--- src/rtl/mmcm_reconfig_ctrl.sv ---
// MMCM DRP reconfiguration sequencer: holds the MMCM in reset, read-modify-writes N_REGS DRP
// registers, releases reset and waits for lock. Optional lock timeout: MMCM_RECONFIG_TIMEOUT_EN.
module mmcm_reconfig_ctrl #(
    parameter int N_REGS       = 2,
    parameter int RST_HOLD     = 4,
    parameter int LOCK_TIMEOUT = 65535
) (
    input  logic                 clk,
    input  logic                 rst,
    input  logic                 req,
    input  logic [7*N_REGS-1:0]  cfg_addr,
    input  logic [16*N_REGS-1:0] cfg_mask,
    input  logic [16*N_REGS-1:0] cfg_data,
    output logic                 busy,
    output logic                 done,
    output logic                 err,
    output logic                 mmcm_rst,
    input  logic                 locked,
    output logic [6:0]           daddr,
    output logic [15:0]          di,
    input  logic [15:0]          dout,
    output logic                 den,
    output logic                 dwe,
    input  logic                 drdy,
    output logic [2:0]           dbg_state
);
    localparam int IDX_W  = (N_REGS > 1) ? $clog2(N_REGS) : 1;
    localparam int HOLD_W = $clog2(RST_HOLD + 1);

    typedef enum logic [2:0] {
        S_IDLE, S_HOLD, S_RD, S_RD_WAIT, S_WR, S_WR_WAIT, S_RELEASE, S_LOCK_WAIT
    } state_t;

    state_t               state_q, state_d;
    logic [IDX_W-1:0]     idx_q, idx_d;
    logic [HOLD_W-1:0]    hold_cnt_q, hold_cnt_d;
    logic [7*N_REGS-1:0]  addr_q, addr_d;
    logic [16*N_REGS-1:0] mask_q, mask_d;
    logic [16*N_REGS-1:0] data_q, data_d;
    logic [15:0]          rd_q, rd_d;
    logic                 done_q, done_d;
    logic                 lock_s1_q, lock_s2_q;
`ifdef MMCM_RECONFIG_TIMEOUT_EN
    logic [31:0]          tmo_cnt_q, tmo_cnt_d;
    logic                 err_q, err_d;
`endif

    logic [6:0]  cur_addr;
    logic [15:0] cur_mask;
    logic [15:0] cur_data;

    assign cur_addr  = addr_q[7*int'(idx_q) +: 7];
    assign cur_mask  = mask_q[16*int'(idx_q) +: 16];
    assign cur_data  = data_q[16*int'(idx_q) +: 16];
    assign dbg_state = state_q;

    // DRP handshake: den (with dwe for writes) is a single-cycle request; the access is
    // complete when drdy is sampled high in the matching wait state. drdy elsewhere is ignored.
    always_comb begin
        state_d    = state_q;
        idx_d      = idx_q;
        hold_cnt_d = hold_cnt_q;
        addr_d     = addr_q;
        mask_d     = mask_q;
        data_d     = data_q;
        rd_d       = rd_q;
        done_d     = 1'b0;
`ifdef MMCM_RECONFIG_TIMEOUT_EN
        tmo_cnt_d  = tmo_cnt_q;
        err_d      = err_q;
`endif
        case (state_q)
            S_IDLE: begin
                if (req) begin
                    addr_d     = cfg_addr;
                    mask_d     = cfg_mask;
                    data_d     = cfg_data;
                    idx_d      = '0;
                    hold_cnt_d = '0;
`ifdef MMCM_RECONFIG_TIMEOUT_EN
                    err_d      = 1'b0;
`endif
                    state_d    = S_HOLD;
                end
            end
            S_HOLD: begin
                if (hold_cnt_q == HOLD_W'(RST_HOLD - 1)) begin
                    state_d = S_RD;
                end else begin
                    hold_cnt_d = hold_cnt_q + HOLD_W'(1);
                end
            end
            S_RD: state_d = S_RD_WAIT;
            S_RD_WAIT: begin
                if (drdy) begin
                    rd_d    = dout;
                    state_d = S_WR;
                end
            end
            S_WR: state_d = S_WR_WAIT;
            S_WR_WAIT: begin
                if (drdy) begin
                    if (idx_q == IDX_W'(N_REGS - 1)) begin
                        state_d = S_RELEASE;
                    end else begin
                        idx_d   = idx_q + IDX_W'(1);
                        state_d = S_RD;
                    end
                end
            end
            S_RELEASE: begin
`ifdef MMCM_RECONFIG_TIMEOUT_EN
                tmo_cnt_d = '0;
`endif
                state_d = S_LOCK_WAIT;
            end
            S_LOCK_WAIT: begin
                // A lock seen on the final timeout cycle still counts as success.
                if (lock_s2_q) begin
                    done_d  = 1'b1;
                    state_d = S_IDLE;
                end
`ifdef MMCM_RECONFIG_TIMEOUT_EN
                else if (tmo_cnt_q == 32'(LOCK_TIMEOUT - 1)) begin
                    err_d   = 1'b1;
                    state_d = S_IDLE;
                end else begin
                    tmo_cnt_d = tmo_cnt_q + 32'd1;
                end
`endif
            end
            default: state_d = S_IDLE;
        endcase
    end

    always_comb begin
        busy     = (state_q != S_IDLE);
        mmcm_rst = 1'b0;
        den      = 1'b0;
        dwe      = 1'b0;
        daddr    = 7'h00;
        di       = 16'h0000;
        case (state_q)
            S_HOLD, S_RD_WAIT, S_WR_WAIT: mmcm_rst = 1'b1;
            S_RD: begin
                mmcm_rst = 1'b1;
                den      = 1'b1;
                daddr    = cur_addr;
            end
            S_WR: begin
                mmcm_rst = 1'b1;
                den      = 1'b1;
                dwe      = 1'b1;
                daddr    = cur_addr;
                di       = (rd_q & ~cur_mask) | (cur_data & cur_mask);
            end
            default: ;
        endcase
    end

    assign done = done_q;
`ifdef MMCM_RECONFIG_TIMEOUT_EN
    assign err = err_q;
`else
    assign err = 1'b0;
`endif

    always_ff @(posedge clk) begin
        if (rst) begin
            state_q    <= S_IDLE;
            idx_q      <= '0;
            hold_cnt_q <= '0;
            addr_q     <= '0;
            mask_q     <= '0;
            data_q     <= '0;
            rd_q       <= '0;
            done_q     <= 1'b0;
            lock_s1_q  <= 1'b0;
            lock_s2_q  <= 1'b0;
`ifdef MMCM_RECONFIG_TIMEOUT_EN
            tmo_cnt_q  <= '0;
            err_q      <= 1'b0;
`endif
        end else begin
            state_q    <= state_d;
            idx_q      <= idx_d;
            hold_cnt_q <= hold_cnt_d;
            addr_q     <= addr_d;
            mask_q     <= mask_d;
            data_q     <= data_d;
            rd_q       <= rd_d;
            done_q     <= done_d;
            lock_s1_q  <= locked;
            lock_s2_q  <= lock_s1_q;
`ifdef MMCM_RECONFIG_TIMEOUT_EN
            tmo_cnt_q  <= tmo_cnt_d;
            err_q      <= err_d;
`endif
        end
    end
endmodule

--- config.mk ---
export PLATFORM = sky130hd
export DESIGN_NAME = mmcm_reconfig_ctrl
export DESIGN_NICKNAME = d
export VERILOG_FILES = /design/src/rtl/mmcm_reconfig_ctrl.sv
export SDC_FILE = /design/constraint.sdc
export NUM_CORES = 1
export LEC_CHECK = 0
export ABC_AREA = 0
export CAP_MARGIN = 10
export CORE_MARGIN = 5
export CORE_UTILIZATION = 35
export CTS_CLUSTER_DIAMETER = 80
export DETAILED_ROUTE_END_ITERATION = 16
export PLACE_DENSITY_LB_ADDON = 0.12
export SYNTH_ARGS = -nofsm -noshare
export SYNTH_HDL_FRONTEND = slang
export SYNTH_SLANG_ARGS = --single-unit
export TNS_END_PERCENT = 20
--- constraint.sdc ---
create_clock -name clk -period 1.85 [get_ports clk]
set_input_delay 0.555 -clock clk [delete_from_list [all_inputs] [get_ports clk]]
set_output_delay 0.555 -clock clk [all_outputs]
set_load 0.02 [all_outputs]
==> flow_summary.rst, run 1 <==
.. list-table::
   :header-rows: 1

   * - Metric
     - Value
   * - Vias in the first global route
     - 4432
   * - Max-cap viol count
     - 0
   * - Number of detailed-route iterations in the first pass
     - 4
   * - Net count of the finished layout
     - 796
   * - Worst slack at placement
     - -0.284 ns
   * - Worst slew margin relative to its limit
     - 63.5%
   * - Max clock buf depth
     - 2
   * - Row Count
     - 41
   * - Post-detailed-route via-to-cell ratio
     - 4.88
   * - Total Routed Length
     - 13.3 mm
   * - CP Class
     - reg2out
   * - Series of cell instances along the critical path
     - bufbuf_16 -> a211oi_2 -> buf_4
   * - Dpl hpwl
     - 8.82 mm
   * - Number of vias after detailed routing
     - 4258
   * - Floorplan core area
     - 12600 sq um
   * - Failing checks
     - negative setup slack
   * - Met2 layer wire length in the routed design
     - 6.29 mm
   * - Weighted congestion reported at the end of routability-driven placement
     - 0.745
   * - Number of setup violations in the final report
     - 25
   * - Root buffer cell
     - sky130_fd_sc_hd__clkbuf_16
   * - Endpoint arrival time on the critical path
     - 1.46 ns
   * - CTS tree
     - built
   * - Die outline width
     - 123 um
   * - Max-slew violation total from the final report
     - 0
   * - Crit. End Element
     - primary output
   * - Primary FF master, synth
     - sky130_fd_sc_hd__dfxtp_1
   * - Full die area
     - 15100 sq um
   * - Area of the mapped netlist
     - 4470 sq um
   * - CTS buffer count
     - 9
   * - Area of the multi-input gates
     - 2500 sq um
   * - Grt ovf
     - 0
   * - Slew at the pin closest to its max-slew limit
     - 0.539 ns
   * - Post-Syn Area per Cell
     - 7.98 sq um
   * - Post-route total power
     - 5.46 mW
   * - Sequential-to-total area share from yosys stat
     - 46.6%
   * - Fraction of registers with async set or reset after synthesis
     - 0%
   * - Met3 WL post-DR
     - 782 um
   * - First-pass GRT wire length
     - 21.3 mm
   * - Detailed router's first-iteration violation count
     - 237
   * - Run status
     - complete, but fails checks
   * - Final worst slack
     - -0.165 ns
   * - Biggest fanout along the worst timing path
     - 10
   * - Clock insertion delay at the later pin of the skew report
     - 0.34 ns
   * - Num ports
     - 131
   * - Final hold violations
     - 0
   * - Clock transition time at the flip-flop clock pins of the worst setup and hold paths
     - 0.07 ns
   * - Fillcell total
     - 1166
   * - Sink Count
     - 104
   * - Metal-1 WL
     - 5.98 mm
   * - Critical path startpoint category
     - flop
   * - Worst voltage drop across the vdd grid
     - 0.000356 V
   * - Pwr Density
     - 787 nW/um^2
   * - Commonest non-fill, non-tap cells in the layout
     - sky130_fd_sc_hd__nand2_1 (191), sky130_fd_sc_hd__dfxtp_1 (100), sky130_fd_sc_hd__a21oi_1 (98), sky130_fd_sc_hd__clkdlybuf4s50_1 (98), sky130_fd_sc_hd__buf_4 (32)
   * - DR WL/cell
     - 15.3 um
   * - Gate count of the mapped netlist
     - 560
   * - Top routing layer in use
     - met4
   * - Worst hold margin
     - 0.450 ns
   * - Layout area overhead
     - 55.2%
   * - Longest individual stage delay on the worst path
     - 0.40 ns
   * - Final period demand of the worst path
     - 2.01 ns
   * - Antenna fix cells
     - 0
   * - Antenna Nets Post-Route
     - 0
   * - Synthesis Warnings
     - 0
   * - Final setup skew
     - 0.00859 ns
   * - Chip height
     - 123 um
   * - Largest net degree at the start of global routing
     - 66
   * - Fraction of layout instances using a drive strength above 1
     - 19.9%
   * - Leakage dissipation
     - 2.49 nW
   * - Fmax
     - 496 MHz
   * - Syn Nets
     - 661
   * - Slowest library cell on the worst path
     - sky130_fd_sc_hd__dfxtp_4
   * - RSZ-0062 raised after global routing
     - yes
   * - Hold Crit Class
     - reg2reg
   * - Count of input and output buffers
     - 129
   * - Commonest non-fill, non-tap cell in the layout
     - sky130_fd_sc_hd__nand2_1
   * - Yosys reg bits
     - 104
   * - Period Utilization, post-route
     - 109%
   * - Drc violations
     - 0
   * - Initial Util
     - 35.6%
   * - CP required
     - 1.29 ns
   * - Area occupied by registers
     - 2090 sq um
   * - Distinct cells, synth
     - 37
   * - GRT Resource Usage Total
     - 17.7%
   * - H-Tree Depth
     - 3
   * - Post-synth EDFFs
     - 0
   * - Initial antenna violation count
     - 0
## final timing paths
kind | to | slack (ns) | cells after the start | start
max | di[0] | -0.16 | 3 | idx_q
min reg2reg | lock_s2_q | 0.45 | 1 | lock_s1_q
min | lock_s2_q | 0.45 | 1 | lock_s1_q
max reg2reg | hold_cnt_q[2] | 0.13 | 5 | hold_cnt_q[0]
## synthesized netlist by cell type, types with 2 or more instances
master / count / area share (%)
sky130_fd_sc_hd__nand2_1: 192 / 16
sky130_fd_sc_hd__dfxtp_1: 104 / 47
sky130_fd_sc_hd__a21oi_1: 98 / 11
sky130_fd_sc_hd__a211oi_1: 32 / 5.4
sky130_fd_sc_hd__mux2i_1: 24 / 5.4
sky130_fd_sc_hd__nor2b_1: 19 / 2.7
sky130_fd_sc_hd__clkbuf_1: 15 / 1.3
sky130_fd_sc_hd__buf_2: 14 / 1.6
sky130_fd_sc_hd__nor2_1: 10 / 0.84
sky130_fd_sc_hd__buf_6: 9 / 2.3
sky130_fd_sc_hd__inv_1: 5 / 0.42
sky130_fd_sc_hd__nand3_1: 5 / 0.56
sky130_fd_sc_hd__nand2b_1: 4 / 0.56
sky130_fd_sc_hd__buf_4: 3 / 0.50
sky130_fd_sc_hd__buf_1: 2 / 0.17
sky130_fd_sc_hd__ha_1: 2 / 0.56
sky130_fd_sc_hd__nor3_1: 2 / 0.22
## cells by family after synthesis
kind of cell               Yosys count  share of synthesized area [%]
DFF                                104                           46.6
muxes                               25                           5.63
buffers and inverters               48                           6.19
other                                1                         0.0839
xor gates and xnor gates             1                          0.196
adders and majority gates            2                          0.560
and+or+nand+nor                    241                           23.0
AOI/OAI and AO/OA                  138                           17.8
## per-stage QoR
stage	setup TNS (ns)	instances	instance area, sq um	util [%]
after floorplan	-0.0596	560	4740	-
after global placement	-23.30	848	6300	50.1
after detailed placement	-26.06	848	6300	50.1
after CTS	-3.53	870	6840	54.4
after global routing	-4.36	872	6940	55.2
final	-3.09	872	6940	55.2
## state kept, by name (all words and copies together), names as in the netlist
signal / count
mask_q: 32
data_q: 32
lock_s1_q: 1
lock_s2_q: 1
hold_cnt_q: 3
idx_q: 1
done: 1
addr_q: 14
dbg_state: 3
rd_q: 16
## power breakdown
group / switching [mW] / leakage [nW] / internal [mW] / total, mW
Combinational: 0.380 / 1.46 / 0.416 / 0.796
Sequential: 0.0936 / 0.852 / 2.36 / 2.46
Clock: 0.840 / 0.173 / 1.37 / 2.21
Total: 1.31 / 2.49 / 4.15 / 5.46
## what timing repair did
action / CTS / global route
resized for setup: 175 / 14
setup endpoints to repair: 30 / 27
setup buffers: 4 / 1
gates cloned: 2 / 1
pin swaps: 8 / 5
hold buffers: 0 / 0
## routing by layer
metal  global-route usage (%)  vias up
li1                         -     2131
met1                     22.8     1990
met2                     29.3      121
met3                     3.20       16
met4                     7.47        0
met5                        0        -
## final cells by class
type	instances	area share, %
multi-input combinational	408	36.0
clock buffer	10	3.44
inverter	5	0.306
timing repair buffer	167	25.3
sequential	104	30.2
clock inverter	6	1.62
tap	172	3.10
## worst max-delay path: cells and delay by family, from the launching register on
family | cells | cell delay (ns)
compound gates | 1 | 0.22
buf+inv | 2 | 0.49
flops | 1 | 0.40
Note: power is estimated with default switching activity, not from simulation.
==> run 2, diff against run 1 <==
Settings changed: SLEW_MARGIN from default to 20.
==> results of run 2 <==
The final DEF is identical to that of run 1; final timing and power are the same.
==> run 3, diff against run 2 <==
Settings changed: CTS_CLUSTER_DIAMETER 80 to default.
==> results of run 3 <==
The final DEF is identical to that of run 1; final timing and power are the same.
